==> config.mk <==
export PLATFORM = sky130hd
export DESIGN_NAME = traffic_phase_timer_flat
export DESIGN_NICKNAME = d
export VERILOG_FILES = /design/src/rtl/traffic_phase_timer_if.sv /design/src/rtl/traffic_phase_timer.sv /design/src/flat_wrapper.sv
export SDC_FILE = /design/constraint.sdc
export NUM_CORES = 1
export LEC_CHECK = 0
export CAP_MARGIN = 20
export CORE_ASPECT_RATIO = 0.6
export CORE_MARGIN = 5
export CORE_UTILIZATION = 55
export DETAILED_ROUTE_END_ITERATION = 7
export GPL_TIMING_DRIVEN = 0
export PLACE_DENSITY_LB_ADDON = 0.3
export SLEW_MARGIN = 25
export SYNTH_ARGS = -nofsm -noshare
export SYNTH_HDL_FRONTEND = slang
export SYNTH_SLANG_ARGS = --single-unit
==> constraint.sdc <==
create_clock -name clk -period 3.3 [get_ports clk]
set_input_delay 0.66 -clock clk [delete_from_list [all_inputs] [get_ports clk]]
set_output_delay 0.66 -clock clk [all_outputs]
set_load 0.1 [all_outputs]
==> src/rtl/traffic_phase_timer_if.sv <==
// Control and observation bundle between the traffic light controller FSM and
// its phase timer: restart/hold/config strobes in, phase-expiry flags out.
interface traffic_phase_timer_if #(
  parameter int CNT_W = 8
);
  logic             start;
  logic             hold;
  logic             cfg_we;
  logic [1:0]       cfg_sel;
  logic [CNT_W-1:0] cfg_data;
  logic             tMG;
  logic             tMY;
  logic             tSG;
  logic             tSY;
  logic [CNT_W-1:0] elapsed;

  modport master (
    output start, hold, cfg_we, cfg_sel, cfg_data,
    input  tMG, tMY, tSG, tSY, elapsed
  );

  modport slave (
    input  start, hold, cfg_we, cfg_sel, cfg_data,
    output tMG, tMY, tSG, tSY, elapsed
  );
endinterface

==> src/rtl/traffic_phase_timer.sv <==
// Phase timer for the traffic light controller: counts prescaled ticks since the
// last start and raises a level flag once each phase's active duration is reached.
module traffic_phase_timer #(
  parameter int PRESCALE = 50,
  parameter int CNT_W    = 8,
  parameter int MG_TIME  = 20,
  parameter int MY_TIME  = 4,
  parameter int SG_TIME  = 10,
  parameter int SY_TIME  = 4
) (
  input logic                  clk,
  input logic                  reset_n,
  traffic_phase_timer_if.slave bus
);

  typedef enum logic [1:0] {
    SEL_MG = 2'd0,
    SEL_MY = 2'd1,
    SEL_SG = 2'd2,
    SEL_SY = 2'd3
  } sel_e;

  localparam int PW = (PRESCALE > 1) ? $clog2(PRESCALE) : 1;
  localparam logic [PW-1:0]    PRESC_LAST = PW'(PRESCALE - 1);
  localparam logic [CNT_W-1:0] CNT_MAX    = '1;
  localparam logic [CNT_W-1:0] DEF_TIME [4] = '{
    CNT_W'(MG_TIME), CNT_W'(MY_TIME), CNT_W'(SG_TIME), CNT_W'(SY_TIME)
  };

  logic [PW-1:0]    presc;
  logic [CNT_W-1:0] elapsed;
  logic [CNT_W-1:0] pend [4];
  logic [CNT_W-1:0] act  [4];

  // NOTE: all state updates use non-blocking assignments so every register
  // samples the pre-edge values; blocking here would let act see a same-edge pend write.
  always_ff @(posedge clk or negedge reset_n) begin
    if (!reset_n) begin
      presc   <= '0;
      elapsed <= '0;
      // NOTE: the duration tables are only eight small registers and must come
      // up at their defaults, so they are reset explicitly rather than left as RAM.
      for (int i = 0; i < 4; i++) begin
        pend[i] <= DEF_TIME[i];
        act[i]  <= DEF_TIME[i];
      end
    end else begin
      if (bus.cfg_we) begin
        pend[bus.cfg_sel] <= bus.cfg_data;
      end

      if (bus.start) begin
        presc   <= '0;
        elapsed <= '0;
        // A write landing on the start edge bypasses pend so it is not lost for this phase.
        for (int i = 0; i < 4; i++) begin
          act[i] <= (bus.cfg_we && (bus.cfg_sel == 2'(i))) ? bus.cfg_data : pend[i];
        end
      end else if (!bus.hold) begin
        if (presc == PRESC_LAST) begin
          presc <= '0;
          if (elapsed != CNT_MAX) begin
            elapsed <= elapsed + 1'b1;
          end
        end else begin
          presc <= presc + 1'b1;
        end
      end
    end
  end

  assign bus.elapsed = elapsed;
  assign bus.tMG     = (elapsed >= act[SEL_MG]);
  assign bus.tMY     = (elapsed >= act[SEL_MY]);
  assign bus.tSG     = (elapsed >= act[SEL_SG]);
  assign bus.tSY     = (elapsed >= act[SEL_SY]);

endmodule

==> src/flat_wrapper.sv <==
// flat-port wrapper written by rule: the top's interface ports become plain ports
module traffic_phase_timer_flat 
#(
  parameter int PRESCALE = 50,
  parameter int CNT_W    = 8,
  parameter int MG_TIME  = 20,
  parameter int MY_TIME  = 4,
  parameter int SG_TIME  = 10,
  parameter int SY_TIME  = 4
)
  (clk, reset_n, bus_start, bus_hold, bus_cfg_we, bus_cfg_sel, bus_cfg_data, bus_tMG, bus_tMY, bus_tSG, bus_tSY, bus_elapsed);
  traffic_phase_timer_if #(.CNT_W(CNT_W)) bus_i ();
  input logic clk;
  input logic reset_n;
  input wire logic [$bits(bus_i.start)-1:0] bus_start;
  input wire logic [$bits(bus_i.hold)-1:0] bus_hold;
  input wire logic [$bits(bus_i.cfg_we)-1:0] bus_cfg_we;
  input wire logic [$bits(bus_i.cfg_sel)-1:0] bus_cfg_sel;
  input wire logic [$bits(bus_i.cfg_data)-1:0] bus_cfg_data;
  output wire logic [$bits(bus_i.tMG)-1:0] bus_tMG;
  output wire logic [$bits(bus_i.tMY)-1:0] bus_tMY;
  output wire logic [$bits(bus_i.tSG)-1:0] bus_tSG;
  output wire logic [$bits(bus_i.tSY)-1:0] bus_tSY;
  output wire logic [$bits(bus_i.elapsed)-1:0] bus_elapsed;
  assign bus_i.start = bus_start;
  assign bus_i.hold = bus_hold;
  assign bus_i.cfg_we = bus_cfg_we;
  assign bus_i.cfg_sel = bus_cfg_sel;
  assign bus_i.cfg_data = bus_cfg_data;
  assign bus_tMG = bus_i.tMG;
  assign bus_tMY = bus_i.tMY;
  assign bus_tSG = bus_i.tSG;
  assign bus_tSY = bus_i.tSY;
  assign bus_elapsed = bus_i.elapsed;
  traffic_phase_timer #(.PRESCALE(PRESCALE), .CNT_W(CNT_W), .MG_TIME(MG_TIME), .MY_TIME(MY_TIME), .SG_TIME(SG_TIME), .SY_TIME(SY_TIME)) u_core (.clk(clk), .reset_n(reset_n), .bus(bus_i));
endmodule
==> results.py <==
metrics = {
    "drt": {
        "post-route-drc-count": 0,
        "detail_route.wl_per_cell_um": 17.2,
        "drt_iter0_markers": 167,
        "viasPerCell": 5.71,
        "via_count": 2756,
        "routed_wl_mm": 8.32,
        "dr.pass1.iters": 4,
        "ant_nets": 0,
    },
    "power": {
        "ir_drop_mv": 0.362,
        "pwr-share-seq": 0.473,
        "power_frac_comb": 0.167,
        "clkPwrFrac": 0.360,
        "leakage_nw": 2.06,
        "p_int_mw": 1.83,
        "net-switching-power_mw": 0.639,
        "p_per_area_nw_per_um2": 545,
        "sw_frac_of_total": 0.259,
    },
    "yosys": {
        "synthesis.area_um2": 3860,
        "postSynthCellCount": 354,
        "ys_warn_count": 0,
        "synth_flop_cell": "dfrtp_1",
        "synth_edf_count": 0,
        "postSynth.asyncResetShare": 1.00,
        "synth_nets": 404,
        "synth_top_area_frac": 0.428,
        "netlist_top_cells_area": "dfrtp_1, ha_1, mux2_2",
        "ys_ff_latch": 78,
        "syn_avg_cell_area_um2": 10.9,
        "synthDistinctLibCells": 35,
        "seq_area_frac_synth": 0.510,
        "synth_area_leader_cell": "dfrtp_1",
    },
    "floorplan": {
        "rows": 23,
        "dieArea_um2": 8850,
        "start_util": 0.573,
        "chipHeight_um": 74.9,
        "ioPinCount": 27,
        "core_um2": 6730,
        "die_w_um": 118,
    },
    "timing": {
        "finalSetupViolations": 0,
        "rsz0062_at_grt": "false",
        "tns_ns": 0,
        "period_needed_ns": 3.14,
        "report.final.slew_viol_count": 0,
        "min_period_over_period": 0.951,
        "maxSlewHeadroom": 0.351,
        "finalHoldViolations": 0,
        "fmax_mhz": 319,
        "setup_ws_ns": 0.163,
        "tightest_slew_ns": 0.971,
        "fin_skew_ns": 0.00469,
    },
    "placement": {
        "dp_cells": 467,
        "portBuffers": 25,
        "pre_cts_ws_ns": -0.0612,
        "hpwl_mm": 6.05,
        "routabilityCongestion": 0.822,
    },
    "grt": {
        "grt_pass1_vias": 2835,
        "grt_pass1_wl_mm": 14.0,
        "grt_max_degree": 55,
        "antenna_found_initial": 0,
        "overflow": 0,
        "grt_usage": 0.206,
    },
    "setup_path": {
        "crit_buf_inv": 2,
        "path_cells": "inv_1, ha_1, nor2b_1, o21ai_0, a31oi_1, o21ai_2, clkdlybuf4s15_2",
        "cp.arrival_ns": 2.48,
        "crit_family": "buffers and inverters",
        "crit_fanout": 6,
        "start_kind": "register",
        "critPathSlowestCell": "clkdlybuf4s15_2",
        "slowest_delay_ns": 0.56,
        "cp.required_ns": 2.64,
        "crit_type": "register to output pin",
        "cp-end-kind": "output pin",
    },
    "clock_network": {
        "htreeDepth": 3,
        "cts.path.max_buffers": 2,
        "cts_root_buffer": "clkbuf_16",
        "path_clk_slew_ns": 0.06,
        "cts_buffers": 9,
        "postCtsHoldBufs": 0,
        "clock-sinks": 78,
        "cts_tree": "yes",
        "clkLatencyLatePin_ns": 0.33,
    },
    "final_layout": {
        "nFillCells": 521,
        "final_cell_mix": "dfrtp_1, nand2_1, mux2_2, ha_1, o21ai_0",
        "fin_nets": 441,
        "diodes": 0,
        "drive_above_1_share": 0.184,
        "post-route-util": 0.672,
        "final_common_cell": "dfrtp_1",
        "final_cell_count_no_fill": 483,
        "syn_to_final_growth_pct": 17.3,
    },
    "status": {
        "status": "finished, final reports clean",
    },
    "hold_path": {
        "hold_path_class": "input pin to asynchronous set/reset pin",
    },
    "flow_run": {
        "cap_violations": 0,
    },
}
## metal layers
metal	part of all wire	wire length (um)	global-route usage
met1	0.49	4060	0.275
met2	0.44	3700	0.328
met3	0.058	486	0.0653
met4	0.0087	72	0.0687
met5	0	0	0
## flip-flops by register name (all words and copies together) (netlist names)
name                count
u_core.act             32
u_core.presc            6
u_core.bus.elapsed      8
u_core.pend            32
## layout make-up
cell class                      count  area, um2  area share
Buffer                             10       38.8     0.00857
Sequential cell                    78       1970       0.435
Timing Repair Buffer               26        280      0.0619
Clock inverter                      1       5.00     0.00111
Tap cell                           87        109      0.0241
Inverter                           32        120      0.0265
Multi-Input combinational cell    234       1750       0.386
Clock buffer                       15        258      0.0570
## cells by family after synthesis
logic type,share of synthesized area
AOI/OAI and AO/OA,0.108
DFF,0.510
muxes,0.108
adders and majority gates,0.113
and+or+nand+nor,0.115
buffers and inverters,0.0412
xor gates and xnor gates,0.00454
## final timing paths
path                                                         from                                 to  slack (ns)  cells past startpoint
worst max-delay path            u_core.bus.elapsed[0]$_DFFE_PN0P_                            bus_tSY        0.16                      7
worst min-delay path                                      reset_n  u_core.bus.elapsed[0]$_DFFE_PN0P_        0.24                      1
worst max register to register        u_core.presc[1]$_DFFE_PN0P_  u_core.bus.elapsed[3]$_DFFE_PN0P_        1.33                      7
worst min register to register        u_core.pend[16]$_DFFE_PN0P_        u_core.pend[16]$_DFFE_PN0P_        0.49                      1
max in group asynchronous                                 reset_n        u_core.pend[28]$_DFFE_PN1P_        2.43                      2
min in group clk                      u_core.pend[16]$_DFFE_PN0P_        u_core.pend[16]$_DFFE_PN0P_        0.49                      1
## synth_stat cells, drive strengths merged (5+ instances only)
cell	n
nand3	10
dfrtp	66
mux2	36
a21oi	17
clkbuf	8
a21o	8
dfstp	12
nor2	6
a31oi	5
ha	35
nand2	39
inv	32
nor2b	6
o21ai	39
## stage by stage
step           hold slack (ns)  total power, mW  area [um2]
2_1_floorplan            0.364             1.46        3870
3_3_place_gp             0.473             1.56        4230
3_5_place_dp             0.481             1.60        4260
4_1_cts                  0.236             2.48        4530
5_1_grt                  0.260             2.59        4530
6_report                 0.236             2.46        4530
## power by group through the flow
stage	sequential, mW	combinational, mW	clock [mW]
after detailed placement	1.18	0.414	0
after global placement	1.17	0.389	0
after global routing	1.18	0.469	0.942
final	1.17	0.412	0.887
after floorplan	1.17	0.291	0
after CTS	1.17	0.416	0.897
## timing repair
action,in CTS,in global routing
resized for setup,12,0
setup endpoints to repair,4,0
buffers inserted,0,0
Note: power is estimated with default switching activity, not from simulation.
==> variant 1 (same flow settings) <==
`CNT_W` is set to 8 in 3 places; all go to 6.
--- a/src/rtl/traffic_phase_timer_if.sv
+++ b/src/rtl/traffic_phase_timer_if.sv
@@ -1,7 +1,7 @@
 // Control and observation bundle between the traffic light controller FSM and
 // its phase timer: restart/hold/config strobes in, phase-expiry flags out.
 interface traffic_phase_timer_if #(
-  parameter int CNT_W = 8
+  parameter int CNT_W = 6
 );
   logic             start;
   logic             hold;
--- a/src/rtl/traffic_phase_timer.sv
+++ b/src/rtl/traffic_phase_timer.sv
@@ -2,7 +2,7 @@
 // last start and raises a level flag once each phase's active duration is reached.
 module traffic_phase_timer #(
   parameter int PRESCALE = 50,
-  parameter int CNT_W    = 8,
+  parameter int CNT_W    = 6,
   parameter int MG_TIME  = 20,
   parameter int MY_TIME  = 4,
   parameter int SG_TIME  = 10,
--- a/src/flat_wrapper.sv
+++ b/src/flat_wrapper.sv
@@ -2,7 +2,7 @@
 module traffic_phase_timer_flat 
 #(
   parameter int PRESCALE = 50,
-  parameter int CNT_W    = 8,
+  parameter int CNT_W    = 6,
   parameter int MG_TIME  = 20,
   parameter int MY_TIME  = 4,
   parameter int SG_TIME  = 10,
Interface: changed (resized bus_cfg_data and bus_elapsed); port bits go from 27 to 23. The function was not compared with the original's and may differ.
==> variant 1 against the original RTL <==
  * Area after synthesis is 22% lower
  * Total power down 9.0%
  * Count of clock-buffer cells in the layout fell by 3
  * Sequential share of layout area down 0.99 points
  * Critical path type unchanged
  * Setup slack better by 0.058 ns
  * Non-clock buffer count is 5 lower
  * Sequential cell count decreased by 18
  * Cell count down 20%
  * Routed wire length decreased by 19%
  * Cell area shrank 21%
==> variant 1: results (changes against the original RTL) <==
Yosys
  • Ys async rst share: 100% (unchanged)
  • Synth cell types: 33 (-5.7%)
  • Post-synth top cells: dfrtp_1, nand2_1, mux2_2, ha_1, o21ai_0
  • Register area share after synthesis: 50.6% (-0.39 points)
  • Syn nets: 321 (-21%)
  • Yosys warns: 0 (unchanged)
  • Top area cells in the synthesized netlist: dfrtp_1, ha_1, dfstp_2

Placed design
  • IO buf count: 22 (-12%)
  • GP Congestion: 0.756 (-8.1%)
  • Placed cell area: 3360 um^2 (-21%)
  • Hpwl dp: 4770 um (-21%)

Setup path
  • Crit path arrival time: 2.42 ns (-0.06 ns)
  • Reg-to-reg slack, setup: 1.50 ns (+0.17 ns)
  • Critical path fanouts, max: 7 (+1)
  • FF-to-FF End: u_core.bus.elapsed[1]$_DFFE_PN0P_
  • Reg2reg path depth: 5 (-2)
  • Worst R2R Start: u_core.bus.elapsed[1]$_DFFE_PN0P_
  • Critical path destination: bus_tSY

Layout
  • Ratio of cells with drive above 1 in the final layout: 21.6% (+3.1 points)
  • # fillers: 403 (-23%)
  • Fin nets: 355 (-20%)
  • Biggest regs: u_core.act: 24 flops, u_core.pend: 24 flops

GRT
  • Initial antenna violation count: 0 (unchanged)
  • Global-route wire length before repair: 11300 um (-20%)
  • Total GRT Usage: 21.3% (+0.66 points)
  • Largest net degree at the start of global routing: 40 (-27%)

Routing
  • Vias post-DR: 2181 (-21%)
  • Iteration-0 DRC Markers: 124 (-26%)
  • DR WL/cell: 17.4 um (+1.1%)

Clock tree
  • H-tree depth: 3 (unchanged)
  • Root Buffer Master: clkbuf_8
  • Num CTS Buffers: 9 (unchanged)

Power and ir drop
  • Leak pwr: 0.00159 uW (-23%)
  • Peak supply drop: 0.333 mV (-8.0%)
  • Power density cells: 628 nW/um^2 (+15%)

STA
  • Least-Margin Pin Slew: 0.969 ns (-0.00209 ns)
  • Skew final: 0.00728 ns (+0.00259 ns)

Status
  • Status: completed
## variant 1: routing by layer
metal | share of wire [%] | up-vias | GRT usage [%]
met4 | 1.4 | 0 | 6.87
met5 | 0 | - | 0
met1 | 51 | 1067 | 29.9
met3 | 4.6 | 8 | 5.44
li1 | - | 1053 | -
met2 | 43 | 53 | 32.8
## variant 1: worst max-delay path: cells and delay by family, from the launching register on
family / cells / cell delay [ns]
buffers and inverters: 2 / 0.72
flip-flops: 1 / 0.47
AO/OA/AOI/OAI: 3 / 0.46
adder cells (fa/ha/maj): 1 / 0.32
AND/OR/NAND/NOR: 1 / 0.11
## variant 1: layout make-up
cell class | count | share of cell area [%]
flip-flops and latches | 60 | 42.5
multi-input cells | 188 | 39.2
repair buffers | 23 | 6.80
clock buffers | 12 | 4.34
inverters | 25 | 2.63
well taps | 66 | 2.31
clock inverters | 4 | 1.33
plain buffers | 8 | 0.911
## variant 1: cell families (layout without fill, tap and decap cells)
family / count (synthesis) / in the layout / synth area share [%]
multiplexers: 28 / 28 / 10.5
AO/OA/AOI/OAI: 64 / 64 / 12.5
buffers and inverters: 33 / 72 / 4.22
AND/OR/NAND/NOR: 69 / 69 / 10.9
flip-flops: 60 / 60 / 50.6
adder cells (fa/ha/maj): 27 / 27 / 11.3
## variant 1: worst min-delay path by stage
stage / startpoint / to / slack, ns / cells after the start
final: reset_n / u_core.bus.elapsed[1]$_DFFE_PN0P_ / 0.20 / 1
after global routing: reset_n / u_core.act[18]$_DFFE_PN0P_ / 0.21 / 1
after CTS: reset_n / u_core.act[18]$_DFFE_PN0P_ / 0.20 / 1
after detailed placement: u_core.pend[18]$_DFFE_PN0N_ / u_core.pend[18]$_DFFE_PN0N_ / 0.48 / 1
after global placement: u_core.pend[12]$_DFFE_PN0P_ / u_core.pend[12]$_DFFE_PN0P_ / 0.48 / 1
after floorplan: reset_n / u_core.act[0]$_DFFE_PN0P_ / 0.36 / 0
## variant 1: timing repair
item | in CTS | in global routing
setup buffers | 0 | 0
hold buffers | 0 | 0
setup endpoints to repair | 4 | 0
resized for setup | 12 | 0
## variant 1: per-stage QoR
| stage | std cells | hold slack (ns) | setup slack [ns] |
|---|---|---|---|
| after floorplan | 281 | 0.364 | 0.181 |
| after global placement | 369 | 0.476 | -0.324 |
| after detailed placement | 370 | 0.482 | 0.0224 |
| after CTS | 386 | 0.203 | 0.221 |
| after global routing | 386 | 0.214 | 0.0737 |
| final | 386 | 0.204 | 0.221 |
## variant 1: power breakdown
| part | internal [uW] | leakage (uW) | switching [uW] |
|---|---|---|---|
| sequential | 874 | 0.000723 | 61.8 |
| clock | 387 | 0.000102 | 286 |
| combinational | 230 | 0.000763 | 403 |
| total | 1490 | 0.00159 | 751 |
==> variant 2 (config.mk and constraints unchanged) <==
Made on the original files. Make the reset (`reset_n`) synchronous in one clocked block.
--- a/src/rtl/traffic_phase_timer.sv
+++ b/src/rtl/traffic_phase_timer.sv
@@ -34,7 +34,7 @@
 
   // NOTE: all state updates use non-blocking assignments so every register
   // samples the pre-edge values; blocking here would let act see a same-edge pend write.
-  always_ff @(posedge clk or negedge reset_n) begin
+  always_ff @(posedge clk) begin
     if (!reset_n) begin
       presc   <= '0;
       elapsed <= '0;
Behaviour: differs if reset_n is asserted again (counterexample within 4 cycles, from zero or initial values and one cycle with reset_n low); with reset_n held inactive, the same outputs for 4 cycles.
==> variant 2 against the original RTL <==
  * Routed wire length grew 6.6%
  * Area after synthesis grew 5.9%
  * Count of clock-buffer cells in the layout shrank 3
  * Cell area grew 6.2%
  * First-iteration DRC count grew 130%
  * Setup slack gained 0.093 ns
  * Global-route usage shrank 0.50 points
  * Sequential cell count is the same
  * Clock skew grew 0.00080 ns
Power is not compared: it rests on default switching activity, and its combinational part moved more than twofold at a synthesized area within 25%.
==> variant 2: results (changes against the original RTL) <==
Status
  • Status: completed

Routing
  • Routed met3 length: 733 um (+51%)
  • Detailed-route wire length: 8870 um (+6.6%)
  • Metal-1 WL: 4240 um (+4.4%)
  • Via/cell ratio: 5.57 (-2.5%)
  • Routed met2 length: 3850 um (+4.0%)
  • Drt pass-1 iters: 5 (+1)
  • Vias post-DR: 3072 (+11%)
  • Iteration-0 DRC Markers: 389 (+130%)

GRT
  • Met3 GRT Util: 7.13% (+0.60 points)
  • Global-route wire length before repair: 14200 um (+1.5%)
  • Met1 Resource Use GR: 29.6% (+2.1 points)
  • Largest net degree at the start of global routing: 39 (-29%)

Yosys
  • Top area cells in the synthesized netlist: edfxtp_1, ha_1, nand2_1
  • Register area share after synthesis: 53.9% (+2.9 points)
  • Synth cell types: 37 (+5.7%)
  • Post-synth EDFFs: 64 (+64)
  • Post-synth top cells: nand2_1, edfxtp_1, a21oi_1, inv_1, ha_1
  • Mapped Avg Cell Area: 9.99 um^2 (-8.4%)

Placed design
  • Setup WS pre-CTS: -0.0134 ns (+0.0478 ns)
  • Hpwl dp: 6630 um (+9.7%)
  • GP Congestion: 0.880 (+7.1%)
  • Placed insts: 536 (+15%)
  • IO buf count: 23 (-8.0%)

STA
  • Worst relative slew slack: 35.0% (-0.097 points)

Layout
  • Ratio of cells with drive above 1 in the final layout: 7.14% (-11 points)
  • # fillers: 577 (+11%)
  • Fin nets: 493 (+12%)

Setup path
  • Critical path fanouts, max: 8 (+2)
[variant 2: cell count changes after synthesis, sizes merged, moves of 12 or more]
cell    change
dfrtp      -66
edfxtp     +64
nand2      +48
mux2       -36
o21ai      -27
a21oi      +22
dfxtp      +14
nor2       +13
and3       +12
dfstp      -12
[variant 2: cell families (layout without fill, tap and decap cells)]
logic type,count (synthesis),after routing,synth area share (%)
adders and majority gates,35,35,10.7
AOI/OAI and AO/OA,72,72,10.2
DFF,78,78,53.9
and+or+nand+nor,167,167,19.3
xor gates and xnor gates,5,5,1.07
buffers and inverters,52,91,4.84
[variant 2: area by class of cell]
cell class / count / area [um^2] / share of cell area (%)
inverters: 39 / 146 / 3.05
clock inverters: 4 / 43.8 / 0.911
multi-input cells: 279 / 1730 / 36.0
clock buffers: 12 / 267 / 5.55
flip-flops and latches: 78 / 2200 / 45.8
repair buffers: 23 / 235 / 4.89
well taps: 104 / 130 / 2.71
plain buffers: 13 / 51.3 / 1.07
[variant 2: path summary, 6_finish.rpt]
kind	start	slack, ns	depth (start not counted)	end
setup / recovery	u_core.bus.elapsed[0]$_SDFFE_PP0P_	0.26	7	bus_tSY
hold / removal	u_core.presc[5]$_SDFFE_PP0N_	0.56	2	u_core.presc[5]$_SDFFE_PP0N_
setup reg to reg	u_core.bus.elapsed[1]$_SDFFE_PP0P_	1.56	5	u_core.bus.elapsed[7]$_SDFFE_PP0P_
hold reg to reg	u_core.presc[5]$_SDFFE_PP0N_	0.56	2	u_core.presc[5]$_SDFFE_PP0N_
[variant 2: timing repair]
| item | CTS | global route |
|---|---|---|
| resized for setup | 12 | 0 |
| endpoints found under the setup margin | 4 | 0 |
| hold endpoints to repair | 0 | 0 |
[variant 2: power by group]
part	switching, uW	internal (uW)
registers	16.3	1130
logic	130	58.3
clock network	366	642
total	513	1830
